<file path="src/rtl/audio_chain_pkg.sv">
// Shared types and constants for the effect chain.
// Sequencer state encoding and slot index sizing.
package audio_chain_pkg;

  typedef enum logic [1:0] {
    IDLE,
    SELECT,
    WAIT,
    OUT
  } seq_state_t;

  localparam int DEFAULT_DATA_WIDTH = 16;

  function automatic int slot_idx_width(input int n);
    return $clog2(n + 1);
  endfunction

endpackage

</file>
<file path="src/rtl/effect_watchdog.sv">
// Per-grant watchdog for the effect chain.
// Flags a slot that holds its turn too long.
module effect_watchdog #(
  parameter int TIMEOUT_CYCLES = 1024
) (
  input  logic clk,
  input  logic rst,
  input  logic clear,
  input  logic enable,
  output logic expired
);

  localparam int CW =
    (TIMEOUT_CYCLES > 1) ? $clog2(TIMEOUT_CYCLES) : 1;
  localparam logic [CW-1:0] LAST = CW'(TIMEOUT_CYCLES - 1);

  logic [CW-1:0] count;

  assign expired = enable && (count == LAST);

  // count grant cycles, parked at the limit until cleared
  always_ff @(posedge clk) begin
    if (rst || clear) begin
      count <= '0;
    end else if (enable && !expired) begin
      count <= count + 1'b1;
    end
  end

endmodule

</file>
<file path="src/rtl/effect_chain_sequencer.sv">
// Walks one sample through the enabled effect slots in order.
// Grants my_turn to one slot at a time and forwards its result.
module effect_chain_sequencer
  import audio_chain_pkg::*;
#(
  parameter int DATA_WIDTH     = DEFAULT_DATA_WIDTH,
  parameter int NUM_EFFECTS    = 4,
  parameter int TIMEOUT_CYCLES = 1024
) (
  input  logic                            clk,
  input  logic                            rst,
  input  logic                            sample_valid,
  input  logic [DATA_WIDTH-1:0]           sample_in,
  input  logic [NUM_EFFECTS-1:0]          enable_mask,
  input  logic                            clear_errors,
  output logic [DATA_WIDTH-1:0]           effect_data_in,
  output logic [NUM_EFFECTS-1:0]          effect_cs,
  output logic [NUM_EFFECTS-1:0]          effect_my_turn,
  input  logic [NUM_EFFECTS-1:0]          effect_done,
  input  logic [NUM_EFFECTS*DATA_WIDTH-1:0] effect_data_out,
  output logic [DATA_WIDTH-1:0]           sample_out,
  output logic                            sample_out_valid,
  output logic                            busy,
  output logic                            overrun_err,
  output logic                            timeout_err
);

  localparam int IW = slot_idx_width(NUM_EFFECTS);
  localparam logic [IW-1:0] LAST_IDX = IW'(NUM_EFFECTS);

  seq_state_t state, state_nxt;
  logic [DATA_WIDTH-1:0]  acc;
  logic [IW-1:0]          idx;
  logic [NUM_EFFECTS-1:0] mask;
  logic                   cur_en, cur_done, expired, at_end;
  logic [DATA_WIDTH-1:0]  cur_data;

  assign effect_data_in = acc;
  assign effect_cs      = mask;
  assign at_end         = (idx == LAST_IDX);

  effect_watchdog #(
    .TIMEOUT_CYCLES(TIMEOUT_CYCLES)
  ) u_watchdog (
    .clk    (clk),
    .rst    (rst),
    .clear  (state != WAIT),
    .enable (state == WAIT),
    .expired(expired)
  );

  // select enable, done and result of the current slot
  always_comb begin
    cur_en   = 1'b0;
    cur_done = 1'b0;
    cur_data = '0;
    for (int i = 0; i < NUM_EFFECTS; i++) begin
      if (idx == IW'(i)) begin
        cur_en   = mask[i];
        cur_done = effect_done[i];
        cur_data = effect_data_out[i*DATA_WIDTH +: DATA_WIDTH];
      end
    end
  end

  // state register
  always_ff @(posedge clk) begin
    if (rst) state <= IDLE;
    else     state <= state_nxt;
  end

  // next-state logic
  always_comb begin
    state_nxt = state;
    unique case (state)
      IDLE:   if (sample_valid) state_nxt = SELECT;
      SELECT: begin
        if (at_end)      state_nxt = OUT;
        else if (cur_en) state_nxt = WAIT;
      end
      WAIT:   if (cur_done || expired) state_nxt = SELECT;
      OUT:    state_nxt = IDLE;
      default: state_nxt = IDLE;
    endcase
  end

  // grant decode and busy from registered state
  always_comb begin
    busy = (state != IDLE);
    effect_my_turn = '0;
    for (int i = 0; i < NUM_EFFECTS; i++) begin
      effect_my_turn[i] = (state == WAIT) && (idx == IW'(i));
    end
  end

  // datapath: capture, slot advance, result register
  always_ff @(posedge clk) begin
    if (rst) begin
      acc              <= '0;
      idx              <= '0;
      mask             <= '0;
      sample_out       <= '0;
      sample_out_valid <= 1'b0;
    end else begin
      sample_out_valid <= 1'b0;
      unique case (state)
        IDLE: begin
          if (sample_valid) begin
            acc  <= sample_in;
            mask <= enable_mask;
            idx  <= '0;
          end
        end
        SELECT: begin
          if (at_end) begin
            sample_out       <= acc;
            sample_out_valid <= 1'b1;
          end else if (!cur_en) begin
            idx <= idx + 1'b1;
          end
        end
        WAIT: begin
          if (cur_done) begin
            acc <= cur_data;
            idx <= idx + 1'b1;
          end else if (expired) begin
            idx <= idx + 1'b1;
          end
        end
        default: ;
      endcase
    end
  end

  // sticky error flags; a new error beats a same-cycle clear
  always_ff @(posedge clk) begin
    if (rst) begin
      overrun_err <= 1'b0;
      timeout_err <= 1'b0;
    end else begin
      if (clear_errors) begin
        overrun_err <= 1'b0;
        timeout_err <= 1'b0;
      end
      if (sample_valid && state != IDLE) overrun_err <= 1'b1;
      if (state == WAIT && !cur_done && expired) timeout_err <= 1'b1;
    end
  end

endmodule

</file>
<file path="config.mk">
export PLATFORM = sky130hd
export DESIGN_NAME = effect_chain_sequencer
export DESIGN_NICKNAME = d
export VERILOG_FILES = /design/src/rtl/audio_chain_pkg.sv /design/src/rtl/effect_watchdog.sv /design/src/rtl/effect_chain_sequencer.sv
export SDC_FILE = /design/constraint.sdc
export NUM_CORES = 1
export LEC_CHECK = 0
export CORE_MARGIN = 4
export CORE_UTILIZATION = 44
export CTS_CLUSTER_SIZE = 24
export DETAILED_ROUTE_END_ITERATION = 12
export DONT_BUFFER_PORTS = 1
export GPL_ROUTABILITY_DRIVEN = 1
export MAX_ROUTING_LAYER = met4
export PLACE_DENSITY_LB_ADDON = 0.2
export SYNTH_ARGS = -nofsm -noshare
export SYNTH_HDL_FRONTEND = slang
export SYNTH_SLANG_ARGS = --single-unit
</file>
<file path="constraint.sdc">
create_clock -name clk -period 2.11 [get_ports clk]
set_clock_uncertainty 0.15 [all_clocks]
set_input_delay 0.422 -clock clk [delete_from_list [all_inputs] [get_ports clk]]
set_output_delay 0.422 -clock clk [all_outputs]
set_load 0.005 [all_outputs]
</file>
==> results.toml <==
[pwr]
clockPowerShare_pct = 21.1
vdd_drop_max_mv = 0.350
power_frac_comb_pct = 39.2
p_int_mw = 2.00
swShare_pct = 34.2
power.switching_mw = 1.04
leakage_nw = 1.29
pwr-share-seq_pct = 39.7
power.density_mw_per_mm2 = 784

[die]
initial_core_util_pct = 46.3
die_h_um = 93.2
num_rows = 30
die_x_um = 93.2
core_area_mm2 = 0.00691
io_pins = 136
die_area_mm2 = 0.00869

[finish]
mostFrequentLayoutCells = "nand2_1 (74), dfxtp_1 (52), a21oi_1 (40)"
syn_to_final_growth_pct = 21.0
finish.net_count = 507
post-route-util_pct = 55.9
final_common_cell = "nand2_1"
final_cells = 501
antenna_cells = 0
drive_gt1_share_pct = 25.2

[clock_tree]
cts_root_buffer = "clkbuf_8"
cts_max_path_buffers = 2
cts.sinks = 54
h-tree-depth = 2
clk_latency_ns = 0.31
clk_pin_slew_ns = 0.10
cts_tree = "done"
numCtsBuffers = 5

[place]
place_inst = 481
port_buffers = 0
gp_congestion = 0.913
place_hpwl_um = 6690

[hold_path]
holdCritPathClass = "in2reg"

[timing]
fin_ws_ns = -0.120
worstMarginPinSlew_ns = 0.667
max_clock_freq_ghz = 0.448
rsz0062_at_grt = "yes"
setup_violations = 25
whs_ns = 0.0127
finalMaxSlewViolations = 0
period_needed_ns = 2.23
relSlewSlack_pct = 55.5
setup_tns_ns = -2.13
finalCritPeriodShare_pct = 106
hold_viol = 0

[logic_synthesis]
synth_top_area_cell = "dfxtp_1"
netlist_instances = 392
yosys_warnings = 0
synth.distinct_cells = 45
yosysSeqAreaShare_pct = 33.8
syn_area_mm2 = 0.00319
avgSynthCellArea_um2 = 8.15
yosysTopAreaCellShare_pct = 33.8
ys_top_cells_by_area = "dfxtp_1 (34%), nand2_1 (8.7%), a21oi_1 (7.1%), o221ai_2 (7.1%), ha_1 (4.3%)"
synth-edff-count = 0
async_flop_share_pct = 0
synth_ff_type = "dfxtp_1"
syn_nets = 495
ys_ff_latch = 54

[routing]
viasPerCell = 5.68
dr_total_vias = 2846
drtAntennaViolNets = 0
wl_per_cell_um = 18.2
dr.pass1.iters = 7
drcViolationCount = 0
drt_iter0_drc = 121
routed_wl_um = 9110

[grt]
busiest_layer = "met2"
grt_max_degree = 50
grt_pass1_vias = 2703
use_met1_pct = 27.2
grt_usage_pct = 21.2
grt_pass1_wl_um = 14200
use_met3_pct = 3.46
overflow = 0
antenna_found_initial = 0
use_met2_pct = 34.1

[setup_path]
critPathRequiredTime_ns = 2.17
cp_slowest_stage_delay_ns = 0.37
start_kind = "flop"
arrival_ns = 2.29
cpMaxStageDelayCell = "dfxtp_4"
critPathKind = "reg2reg"
critPathMaxFanout = 8
cp-end-kind = "flop"
path_cells = "ha_4 > ha_4 > or2_4 > a221o_1 > a22oi_2 > buf_6 > buf_6 > buf_16 > nand2b_4 > a21oi_2"

[status]
violations = "setup timing"
status = "complete, but fails checks"

[flow_run]
maxCapViolations = 0
## metal layers
metal / part of all wire (%) / up-vias
met5: 0 / -
met4: 2.2 / 0
met3: 5.6 / 13
met2: 50 / 85
met1: 43 / 1343
li1: - / 1405
## synth_stat cells, types with 8 or more instances
cell type  count
nor2_1        12
a211oi_1      16
inv_1         11
o221ai_2      15
clkbuf_1      26
nor2b_1       20
nand3_1        8
nand3b_1      17
a21oi_2       10
dfxtp_1       54
ha_1          11
a21oi_1       45
nand2_1       74
nand2b_1      17
## cell type report
cell class / instances / area [um^2]
Fill cell: 649 / 3040
Clock buffer: 6 / 82.6
Tap cell: 96 / 120
Inverter: 11 / 41.3
Multi-Input combinational cell: 296 / 2120
Timing Repair Buffer: 36 / 394
Clock inverter: 2 / 16.3
Sequential cell: 54 / 1090
## power groups by stage
stage | clock (mW) | combinational (mW) | sequential, mW
after floorplan | 0 | 0.722 | 1.18
after global placement | 0 | 0.949 | 1.21
after detailed placement | 0 | 0.961 | 1.21
after CTS | 0.656 | 1.19 | 1.20
after global routing | 0.693 | 1.30 | 1.21
final | 0.638 | 1.19 | 1.20
## worst max-delay path, delay by kind of cell (launching register included)
| kind | cells | cell delay, ns |
|---|---|---|
| fa+ha+maj | 2 | 0.31 |
| buf+inv | 3 | 0.40 |
| flops | 1 | 0.37 |
| simple gates | 2 | 0.35 |
| compound gates | 3 | 0.54 |
## final timing paths
check             cells past startpoint                  startpoint                             end  slack, ns
setup / recovery                     10         idx[0]$_SDFFE_PP0P_  effect_data_in[3]$_SDFFE_PP0P_      -0.12
hold / removal                        1                         rst      sample_out[0]$_SDFFE_PP0P_       0.01
setup reg to reg                     10         idx[0]$_SDFFE_PP0P_  effect_data_in[3]$_SDFFE_PP0P_      -0.12
hold reg to reg                       2  sample_out[4]$_SDFFE_PP0P_      sample_out[4]$_SDFFE_PP0P_       0.32
## cell families after synthesis
kind of cell | after synthesis | share of synthesized area (%)
adder cells (fa/ha/maj) | 11 | 4.31
multiplexers | 1 | 0.313
XOR/XNOR | 6 | 1.65
flip-flops | 54 | 33.8
AO/OA/AOI/OAI | 111 | 27.9
AND/OR/NAND/NOR | 167 | 26.3
buffers and inverters | 42 | 5.68
## timing repair
item | in CTS | in global routing
cloned | 3 | 0
setup endpoints to repair | 25 | 25
endpoints found under the hold margin | 0 | 1
hold buffers | 0 | 3
pin swaps | 17 | 10
setup buffers | 9 | 0
gates resized for setup | 22 | 17
## registers in the layout, summed over array words and instances, names as in the netlist
name	cells
sample_out_valid	1
effect_cs	4
u_watchdog.count	10
timeout_err	1
idx	3
state	2
overrun_err	1
sample_out	16
effect_data_in	16
## per-stage QoR
step / area [um^2] / total power [mW] / setup WS [ns]
final: 3860 / 3.03 / -0.120
after global routing: 3860 / 3.20 / -0.182
after CTS: 3790 / 3.04 / -0.113
after detailed placement: 3480 / 2.18 / -0.122
after global placement: 3480 / 2.16 / -0.0726
after floorplan: 3270 / 1.90 / -0.125
Note: power is estimated with default switching activity, not from simulation.
